[src/rtl/xband_axis_frame_source.sv]
// -----------------------------------------------------------------------------
// xband_axis_frame_source
//
// Built-in self-test frame generator for the Xband MM2S stream input. It
// stands in for the DMA: on a rising edge of `start` it emits one AXI-Stream
// frame of `byte_count` bytes carrying an incrementing, PRBS or constant
// pattern. It honours tready backpressure and marks the final beat with tlast
// and a partial tkeep.
//
// Parameters
//   POLY        Galois LFSR feedback mask used in PRBS mode
//   CONST_WORD  data word used in constant mode
//
// Ports
//   sys_clk        in   system clock
//   sys_rst        in   asynchronous, active-high reset
//   start          in   frame request, rising edge triggers (sys_clk synchronous)
//   byte_count     in   frame length in bytes, latched on the start edge
//   pattern_sel    in   0 = incrementing, 1 = PRBS, 2/3 = CONST_WORD
//   seed           in   initial PRBS state (0 is replaced by 1)
//   m_axis_tdata   out  stream data, lane 0 (bits 7:0) is the first byte
//   m_axis_tkeep   out  byte enables
//   m_axis_tlast   out  last beat of the frame
//   m_axis_tvalid  out  beat valid
//   m_axis_tready  in   sink ready
//   busy           out  frame in progress
//   done           out  one-cycle pulse after the last beat is accepted
//   start_miss     out  sticky: a start edge arrived while busy
//   frames_sent    out  completed frame count, wraps at 16 bits
// -----------------------------------------------------------------------------
module xband_axis_frame_source #(
  parameter logic [31:0] POLY       = 32'h80200003,
  parameter logic [31:0] CONST_WORD = 32'hA5A5A5A5
) (
  input  logic        sys_clk,
  input  logic        sys_rst,
  input  logic        start,
  input  logic [31:0] byte_count,
  input  logic [1:0]  pattern_sel,
  input  logic [31:0] seed,
  output logic [31:0] m_axis_tdata,
  output logic [3:0]  m_axis_tkeep,
  output logic        m_axis_tlast,
  output logic        m_axis_tvalid,
  input  logic        m_axis_tready,
  output logic        busy,
  output logic        done,
  output logic        start_miss,
  output logic [15:0] frames_sent
);

  typedef enum logic [0:0] {
    ST_IDLE = 1'b0,
    ST_SEND = 1'b1
  } state_t;

  // One Galois LFSR step: shift right, fold in the feedback mask when the
  // bit shifted out was set.
  function automatic logic [31:0] prbs_step(input logic [31:0] s);
    prbs_step = (s >> 1) ^ (s[0] ? POLY : 32'h0000_0000);
  endfunction

  // Byte enables for a beat; only the last beat can be partial.
  function automatic logic [3:0] keep_for(input logic is_last, input logic [1:0] rem);
    if (!is_last) begin
      keep_for = 4'b1111;
    end else begin
      case (rem)
        2'd0:    keep_for = 4'b1111;
        2'd1:    keep_for = 4'b0001;
        2'd2:    keep_for = 4'b0011;
        2'd3:    keep_for = 4'b0111;
        default: keep_for = 4'b1111;
      endcase
    end
  endfunction

  // Beat payload for the selected pattern. Lanes with a low keep bit are
  // forced to zero so the sink never sees stale bytes past the frame end.
  function automatic logic [31:0] beat_data(input logic [1:0]  pat,
                                            input logic [31:0] lfsr,
                                            input logic [7:0]  inc,
                                            input logic [3:0]  keep);
    logic [31:0] raw;
    case (pat)
      2'd0:    raw = {inc + 8'd3, inc + 8'd2, inc + 8'd1, inc};
      2'd1:    raw = lfsr;
      default: raw = CONST_WORD;
    endcase
    for (int i = 0; i < 4; i++) begin
      beat_data[8*i +: 8] = raw[8*i +: 8] & {8{keep[i]}};
    end
  endfunction

  // State and output registers
  state_t      state_q;
  logic        start_prev_q;
  logic [31:0] tdata_q;
  logic [3:0]  tkeep_q;
  logic        tlast_q;
  logic        tvalid_q;
  logic        busy_q;
  logic        done_q;
  logic        start_miss_q;
  logic [15:0] frames_q;

  // Latched frame configuration and per-beat generator state
  logic [29:0] n_q;          // index of the beat currently presented
  logic [29:0] last_idx_q;   // words - 1
  logic [1:0]  rem_q;        // byte_count[1:0]
  logic [1:0]  pat_q;
  logic [31:0] lfsr_q;       // PRBS state of the presented beat
  logic [7:0]  inc_q;        // lane-0 byte of the presented beat, (4n) mod 256

  // Candidate next-state values for launching beat 0 and advancing to beat n+1
  logic        start_edge_d;
  logic        beat_accept_d;
  logic [29:0] launch_last_idx_d;
  logic [31:0] launch_seed_d;
  logic        launch_is_last_d;
  logic [3:0]  launch_keep_d;
  logic [31:0] launch_data_d;
  logic [29:0] adv_n_d;
  logic [31:0] adv_lfsr_d;
  logic [7:0]  adv_inc_d;
  logic        adv_is_last_d;
  logic [3:0]  adv_keep_d;
  logic [31:0] adv_data_d;

  // Beat generation for the launch and advance paths
  always_comb begin
    start_edge_d  = start & ~start_prev_q;
    beat_accept_d = tvalid_q & m_axis_tready;

    // words - 1 = ceil(bc/4) - 1 = bc[31:2] - (bc[1:0] == 0). This form keeps
    // the full 32-bit range (0xFFFFFFFF -> 0x3FFFFFFF) without a wide adder.
    launch_last_idx_d = byte_count[31:2] - {29'd0, (byte_count[1:0] == 2'd0)};
    if (seed == 32'd0) begin
      launch_seed_d = 32'd1;
    end else begin
      launch_seed_d = seed;
    end
    launch_is_last_d = (launch_last_idx_d == 30'd0);
    launch_keep_d    = keep_for(launch_is_last_d, byte_count[1:0]);
    launch_data_d    = beat_data(pattern_sel, launch_seed_d, 8'd0, launch_keep_d);

    adv_n_d       = n_q + 30'd1;
    adv_lfsr_d    = prbs_step(lfsr_q);
    adv_inc_d     = inc_q + 8'd4;
    adv_is_last_d = (adv_n_d == last_idx_q);
    adv_keep_d    = keep_for(adv_is_last_d, rem_q);
    adv_data_d    = beat_data(pat_q, adv_lfsr_d, adv_inc_d, adv_keep_d);
  end

  // Frame FSM with registered stream and status outputs
  always_ff @(posedge sys_clk or posedge sys_rst) begin
    if (sys_rst) begin
      state_q      <= ST_IDLE;
      start_prev_q <= 1'b0;
      tdata_q      <= 32'd0;
      tkeep_q      <= 4'd0;
      tlast_q      <= 1'b0;
      tvalid_q     <= 1'b0;
      busy_q       <= 1'b0;
      done_q       <= 1'b0;
      start_miss_q <= 1'b0;
      frames_q     <= 16'd0;
      n_q          <= 30'd0;
      last_idx_q   <= 30'd0;
      rem_q        <= 2'd0;
      pat_q        <= 2'd0;
      lfsr_q       <= 32'd0;
      inc_q        <= 8'd0;
    end else begin
      start_prev_q <= start;
      done_q       <= 1'b0;
      case (state_q)
        ST_IDLE: begin
          // A zero-length request is dropped without any side effect.
          if (start_edge_d && (byte_count != 32'd0)) begin
            state_q    <= ST_SEND;
            busy_q     <= 1'b1;
            tvalid_q   <= 1'b1;
            tdata_q    <= launch_data_d;
            tkeep_q    <= launch_keep_d;
            tlast_q    <= launch_is_last_d;
            n_q        <= 30'd0;
            last_idx_q <= launch_last_idx_d;
            rem_q      <= byte_count[1:0];
            pat_q      <= pattern_sel;
            lfsr_q     <= launch_seed_d;
            inc_q      <= 8'd0;
          end
        end
        ST_SEND: begin
          if (start_edge_d) begin
            start_miss_q <= 1'b1;
          end
          if (beat_accept_d) begin
            if (tlast_q) begin
              state_q  <= ST_IDLE;
              busy_q   <= 1'b0;
              tvalid_q <= 1'b0;
              tlast_q  <= 1'b0;
              tdata_q  <= 32'd0;
              tkeep_q  <= 4'd0;
              done_q   <= 1'b1;
              frames_q <= frames_q + 16'd1;
            end else begin
              n_q     <= adv_n_d;
              lfsr_q  <= adv_lfsr_d;
              inc_q   <= adv_inc_d;
              tdata_q <= adv_data_d;
              tkeep_q <= adv_keep_d;
              tlast_q <= adv_is_last_d;
            end
          end
        end
        default: begin
          state_q  <= ST_IDLE;
          busy_q   <= 1'b0;
          tvalid_q <= 1'b0;
          tlast_q  <= 1'b0;
          tdata_q  <= 32'd0;
          tkeep_q  <= 4'd0;
        end
      endcase
    end
  end

  assign m_axis_tdata  = tdata_q;
  assign m_axis_tkeep  = tkeep_q;
  assign m_axis_tlast  = tlast_q;
  assign m_axis_tvalid = tvalid_q;
  assign busy          = busy_q;
  assign done          = done_q;
  assign start_miss    = start_miss_q;
  assign frames_sent   = frames_q;

endmodule

[config.mk]
export PLATFORM = sky130hd
export DESIGN_NAME = xband_axis_frame_source
export DESIGN_NICKNAME = d
export VERILOG_FILES = /design/src/rtl/xband_axis_frame_source.sv
export SDC_FILE = /design/constraint.sdc
export NUM_CORES = 1
export LEC_CHECK = 0
export BUFFER_PORTS_ARGS = -buffer_cell sky130_fd_sc_hd__buf_2
export CELL_PAD_IN_SITES_DETAIL_PLACEMENT = 0
export CELL_PAD_IN_SITES_GLOBAL_PLACEMENT = 2
export CORE_UTILIZATION = 30
export CTS_CLUSTER_SIZE = 12
export DETAILED_ROUTE_END_ITERATION = 10
export GPL_ROUTABILITY_DRIVEN = 0
export PLACE_DENSITY_LB_ADDON = 0.2
export SLEW_MARGIN = 20
export SYNTH_ARGS = -nofsm -noshare
export SYNTH_HDL_FRONTEND = slang
export SYNTH_SLANG_ARGS = --single-unit
[constraint.sdc]
create_clock -name sys_clk -period 5.1 [get_ports sys_clk]
set_clock_uncertainty 0.05 [all_clocks]
set_input_delay 0.51 -clock sys_clk [delete_from_list [all_inputs] [get_ports sys_clk]]
set_output_delay 0.51 -clock sys_clk [all_outputs]
set_load 0.005 [all_outputs]
# Word level (Yosys, flattened, before mapping)
# Index checks and enable logic that the tools add are counted.
[totals]
regBits = 162
mem_count = 0
ram_bits = 0
inputBits = 70
rom_bits = 0
word_cells = 105
latchBits = 0
out_inout_bits = 57
[classes]
reduce_logical = 14
mux = 43
mul = 0
bitwise_logic = 13
addsub = 7
magnitude_cmp = 0
n_eq_ne = 13
n_shift = 0
div_mod_pow = 0
[op_table]
columns = ["cell", "count"]
rows = [
  ["two-way mux 32 bit", 8],
  ["case mux 32 bit (2 select lines)", 4],
  ["two-way mux 30 bit", 3],
  ["bitwise AND 8 bit", 8],
  ["case mux 30 bit (2 select lines)", 1],
  ["zero test 32 bit", 1],
  ["case mux 4 bit (4 select lines)", 2],
  ["nonzero test 32 bit", 1],
  ["XOR 31 x 32 -> 32 bit", 1],
  ["adder 30 x 1 -> 30 bit (second input constant)", 1],
  ["equality test 30 bit", 1],
  ["zero test 30 bit", 1],
  ["subtractor 30 x 1 -> 30 bit", 1],
  ["two-way mux 8 bit", 3],
  ["two-way mux 4 bit", 5],
  ["adder 16 x 1 -> 16 bit (second input constant)", 1],
  ["adder 8 x 2 -> 8 bit (second input constant)", 2],
  ["case mux 8 bit (2 select lines)", 1],
  ["two-way mux 1 bit", 12],
  ["AND reduction 3 bit", 3],
  ["adder 8 x 1 -> 8 bit (second input constant)", 1],
  ["adder 8 x 3 -> 8 bit (second input constant)", 1],
  ["equality test 2 x 1 -> 1 bit (second input constant)", 4],
  ["equality test 2 bit (second input constant)", 4],
  ["other kinds (9)", 20],
]

# Longest topological paths before layout
[logic_depth]
word_depth = 7
mapped_depth = 13
ltp_nobuf = 12

# Worst setup path after synthesis
# Ideal clock, no wire load.
[synth_path]
kind = "input-to-reg"
start = "input byte_count[1]"
end = "register tdata_q[10], in the netlist m_axis_tdata[10]"
arrival_time_ps = 3030
path_buffers = 1
setup_time_ps = 135
setup_slack_ps = 1885
required_ps = 4915
stages = 13
path_cell_list = "inv_1 > ha_1 > ha_1 > ha_1 > clkbuf_1 > nor3b_1 > nand4_1 > xor2_1 > nand2_1 > nor4b_1 > nand3_1 > a32oi_1 > o31ai_1"
[synth_via]
elab_chain_len = 7
elab_cells_between_ends = 15
classes_between = "add/sub: 1; eq/ne: 4; mux: 4; bitwise: 1; reduce/logical: 5"
[synth_rtl]
columns = ["element", "line_no", "source"]
rows = [
  ["from (decl)", "38", "input logic [31:0] byte_count,"],
  ["zero test 2 bit", "68, 137", ""],
  ["subtractor 30 x 1 -> 30 bit", "137", "launch_last_idx_d = byte_count[31:2] - {29'd0, (byte_count[1:0] == 2'd0)};"],
  ["zero test 30 bit", "143", "launch_is_last_d = (launch_last_idx_d == 30'd0);"],
  ["two-way mux 4 bit", "65", "if (!is_last) begin"],
  ["bitwise AND 8 bit", "91", "beat_data[8*i +: 8] = raw[8*i +: 8] & {8{keep[i]}};"],
  ["two-way mux 32 bit", "180", "if (start_edge_d && (byte_count != 32'd0)) begin"],
  ["case mux 32 bit (2 select lines)", "177", "case (state_q)"],
  ["to (signal assigned)", "184", "tdata_q <= launch_data_d;"],
  ["to (signal assigned)", "213", "tdata_q <= adv_data_d;"],
  ["to (decl)", "98", "logic [31:0] tdata_q;"],
]
# Parallel ways exist; a longest one is shown, timed or not. The select of a mux whose other input is x is not followed.
# A chain may end at the register's enable or synchronous reset.

# Worst setup path after layout
[layout_path]
start = "register n_q[14]"
end = "register tdata_q[21], in the netlist m_axis_tdata[21]"
[layout_via]
elab_chain_len = 7
[layout_rtl]
columns = ["element", "line_no", "source"]
rows = [
  ["from (decl)", "108", "logic [29:0] n_q;"],
  ["from (signal assigned)", "210", "n_q <= adv_n_d;"],
  ["adder 30 x 1 -> 30 bit", "147", "adv_n_d = n_q + 30'd1;"],
  ["equality test 30 bit", "150", "adv_is_last_d = (adv_n_d == last_idx_q);"],
  ["two-way mux 4 bit", "65", ""],
  ["bitwise AND 8 bit", "91", ""],
  ["two-way mux 32 bit", "200", "if (tlast_q) begin"],
  ["two-way mux 32 bit", "199", "if (beat_accept_d) begin"],
  ["case mux 32 bit (2 select lines)", "177", ""],
]
# No other way between the ends. The select of a mux whose other input is x is not followed.

==> impl_metrics.toml <==
[outcome]
status = "finished clean"

[finish]
fillerInstances = 3342
multi_input_comb_area_sq_um = 5360
syn_to_final_growth_pct = 16.1
seqCellArea_sq_um = 4010
drive_gt1_frac = 0.161
nNetsFinal = 1288
antenna_cells = 0
fin_area_sq_um = 11300

[logic_synthesis]
async_flop_share = 1.00
syn_inst = 1122
synthFlopType = "dfrtp_1"
netlist_area_sq_um = 9720
yosys_warnings = 0
ys_ff_latch = 160
synth-edff-count = 0
syn_nets = 1203
synth_seq_area_share = 0.412
synth_cell_types = 67
synth.avg_cell_area_sq_um = 8.66

[grt]
grt_start_max_net_pins = 72
antenna_found_initial = 0
gr-usage-all-layers = 0.207
grt_pass1_wl_mm = 52.0
grt_overflow_total = 0
grt_pass1_vias = 8473

[power]
p_leak_nw = 4.68
intPower_mw = 3.23
pwr-share-clk = 0.245
finalPower_mw = 5.44
p_comb_frac = 0.358
peakVddDrop_uv = 244
p_per_area_nw_per_um2 = 482
p_sw_mw = 2.21
seqPwrFrac = 0.397
swShare = 0.405

[run]
drv_cap = 0

[detailed_routing]
detail_route.wl_per_cell_um = 20.6
drtIter0Drc = 517
antenna_left = 0
vias_per_cell = 5.44
drt_wl_total_mm = 33.4
drc = 0
drt_pass1_iterations = 5
vias = 8830

[timing]
relSlewSlack = 0.440
finalMaxSlewViolations = 0
timing.final.ws_setup_ns = 1.27
rsz0062_at_grt = "false"
fin_setup_tns_ns = 0
hold_violations = 0
period_minus_slack_ns = 3.83
worstMarginPinSlew_ns = 0.833
fmax_mhz = 261
period_share = 0.752
setup-violations-final = 0

[place]
dp_hpwl_mm = 23.9
place_area_sq_um = 10700
io_buffers = 126
pre_cts_ws_ns = 0.969

[worst_hold_path]
hold_class = "primary input to register"

[clocking]
clockRootBuffer = "clkbuf_16"
ctsResizeCount = 0
clk_pin_slew_ns = 0.07
clock_path_buffers = 2
cts_tree = "built"
numClockSinks = 160
cts_setup_buffers = 0
cts_buffers = 17
cts_hold_buffers = 0
clock_latency_ns = 0.45
cts-htree-levels = 4

[floorplanning]
core_sq_um = 31700
die_h_um = 182
chipWidth_um = 182
dieArea_sq_um = 33100
floorplan.initialDensity = 0.307
ios = 127
rows = 65

[worst_setup_path]
r2r_setup_slack_ns = 1.27
cp.required_ns = 5.35
critPathMaxFanout = 14
crit_arrival_ns = 4.09
end_kind = "register"
critPathLaunchType = "register"
crit_type = "register to register"
## cell usage after synthesis, types with 6 or more instances
master	number	area, sq um
a211oi_1	8	60.1
a21oi_1	71	355
a22oi_1	12	90.1
a31oi_1	7	43.8
a32oi_1	16	140
and2_1	6	37.5
and3_1	13	81.3
clkbuf_1	64	240
dfrtp_1	160	4000
ha_1	11	138
inv_1	25	93.8
mux2i_1	32	320
nand2_1	105	394
nand2b_1	12	75.1
nand3_1	37	185
nand4_1	28	175
nor2_1	98	368
nor2b_1	15	93.8
nor3_1	32	160
nor4_1	25	156
o21ai_0	110	551
o22ai_1	11	68.8
o31ai_1	28	210
or2_2	6	37.5
or3_1	11	68.8
or4_1	7	52.6
xnor2_1	55	482
xor2_1	34	298
## worst max-delay path: stages, from the launching register on
cell and delay, ns:
dfrtp_1 0.60, nand3_1 0.28, or4_1 0.67, nor4_1 0.51
xnor2_1 0.22, nand4_1 0.14, or4_4 0.58, nor3_4 0.46
o21ai_0 0.17
## per-stage QoR
step	cells	hold WS [ns]	util
after floorplan	1122	0.401	-
after global placement	1590	0.387	0.337
after detailed placement	1590	0.391	0.337
after CTS	1622	0.113	0.356
after global routing	1622	0.111	0.356
final	1622	0.134	0.356
## cells in the final DEF (no fill, tap or decap), drive strengths merged, types with 12 or more instances in the layout
| master | instances |
|---|---|
| buf | 139 |
| nand2b | 12 |
| nor4 | 28 |
| nand4 | 29 |
| a32oi | 16 |
| dfrtp | 160 |
| nand2 | 105 |
| nor2 | 98 |
| nor3 | 36 |
| nor2b | 15 |
| mux2i | 32 |
| xnor2 | 55 |
| a21oi | 71 |
| xor2 | 34 |
| clkbuf | 20 |
| o31ai | 28 |
| a22oi | 12 |
| nand3 | 37 |
| and3 | 13 |
| inv | 28 |
| o21ai | 112 |
## cells by family after synthesis
kind of cell	Yosys count	share of synthesized area
compound gates	300	0.188
xor+xnor	90	0.0826
fa+ha+maj	11	0.0142
buf+inv	98	0.0389
flops	160	0.412
mux	34	0.0353
simple gates	429	0.230
## state kept, by name, summed over array words and instances, names as in the netlist
signal and cells:
m_axis_tlast 1, pat_q 2, inc_q 6, rem_q 2
start_prev_q 1, m_axis_tkeep 4, done 1, lfsr_q 32
m_axis_tdata 32, frames_sent 16, last_idx_q 30, busy 1
start_miss 1, n_q 30, state_q 1
## power by group through the flow
| stage | clock network [mW] | registers [mW] | logic (mW) |
|---|---|---|---|
| after floorplan | 0 | 1.98 | 1.36 |
| after global placement | 0 | 2.18 | 1.94 |
| after detailed placement | 0 | 2.18 | 1.96 |
| after CTS | 1.36 | 2.16 | 1.96 |
| after global routing | 1.41 | 2.22 | 2.19 |
| final | 1.33 | 2.16 | 1.95 |
## final timing paths
kind / startpoint / end / cells past startpoint
setup / recovery: n_q[14]$_DFFE_PP0P_ / m_axis_tdata[21]$_DFFE_PP0P_ / 8
hold / removal: start / start_prev_q$_DFF_PP0_ / 1
setup reg to reg: n_q[14]$_DFFE_PP0P_ / m_axis_tdata[21]$_DFFE_PP0P_ / 8
hold reg to reg: start_miss$_DFFE_PP0P_ / start_miss$_DFFE_PP0P_ / 1
max in group asynchronous: sys_rst / state_q$_DFF_PP0_ / 3
min in group asynchronous: sys_rst / n_q[23]$_DFFE_PP0P_ / 2
## metal layers
metal  global-route usage  share of wire  up-vias
li1                     -              -     4253
met1                0.298           0.50     4294
met5                    0              0        -
met4               0.0807          0.026        0
met3               0.0355          0.046       41
met2                0.304           0.43      242
## layout make-up
class                      instances  area share
clock inverter                    12      0.0119
tap                              402      0.0446
inverter                          25     0.00876
timing repair buffer             139      0.0645
clock buffer                      20      0.0405
multi-input combinational        864       0.475
sequential                       160       0.355
No activity file was read; power rests on OpenSTA's default activity.
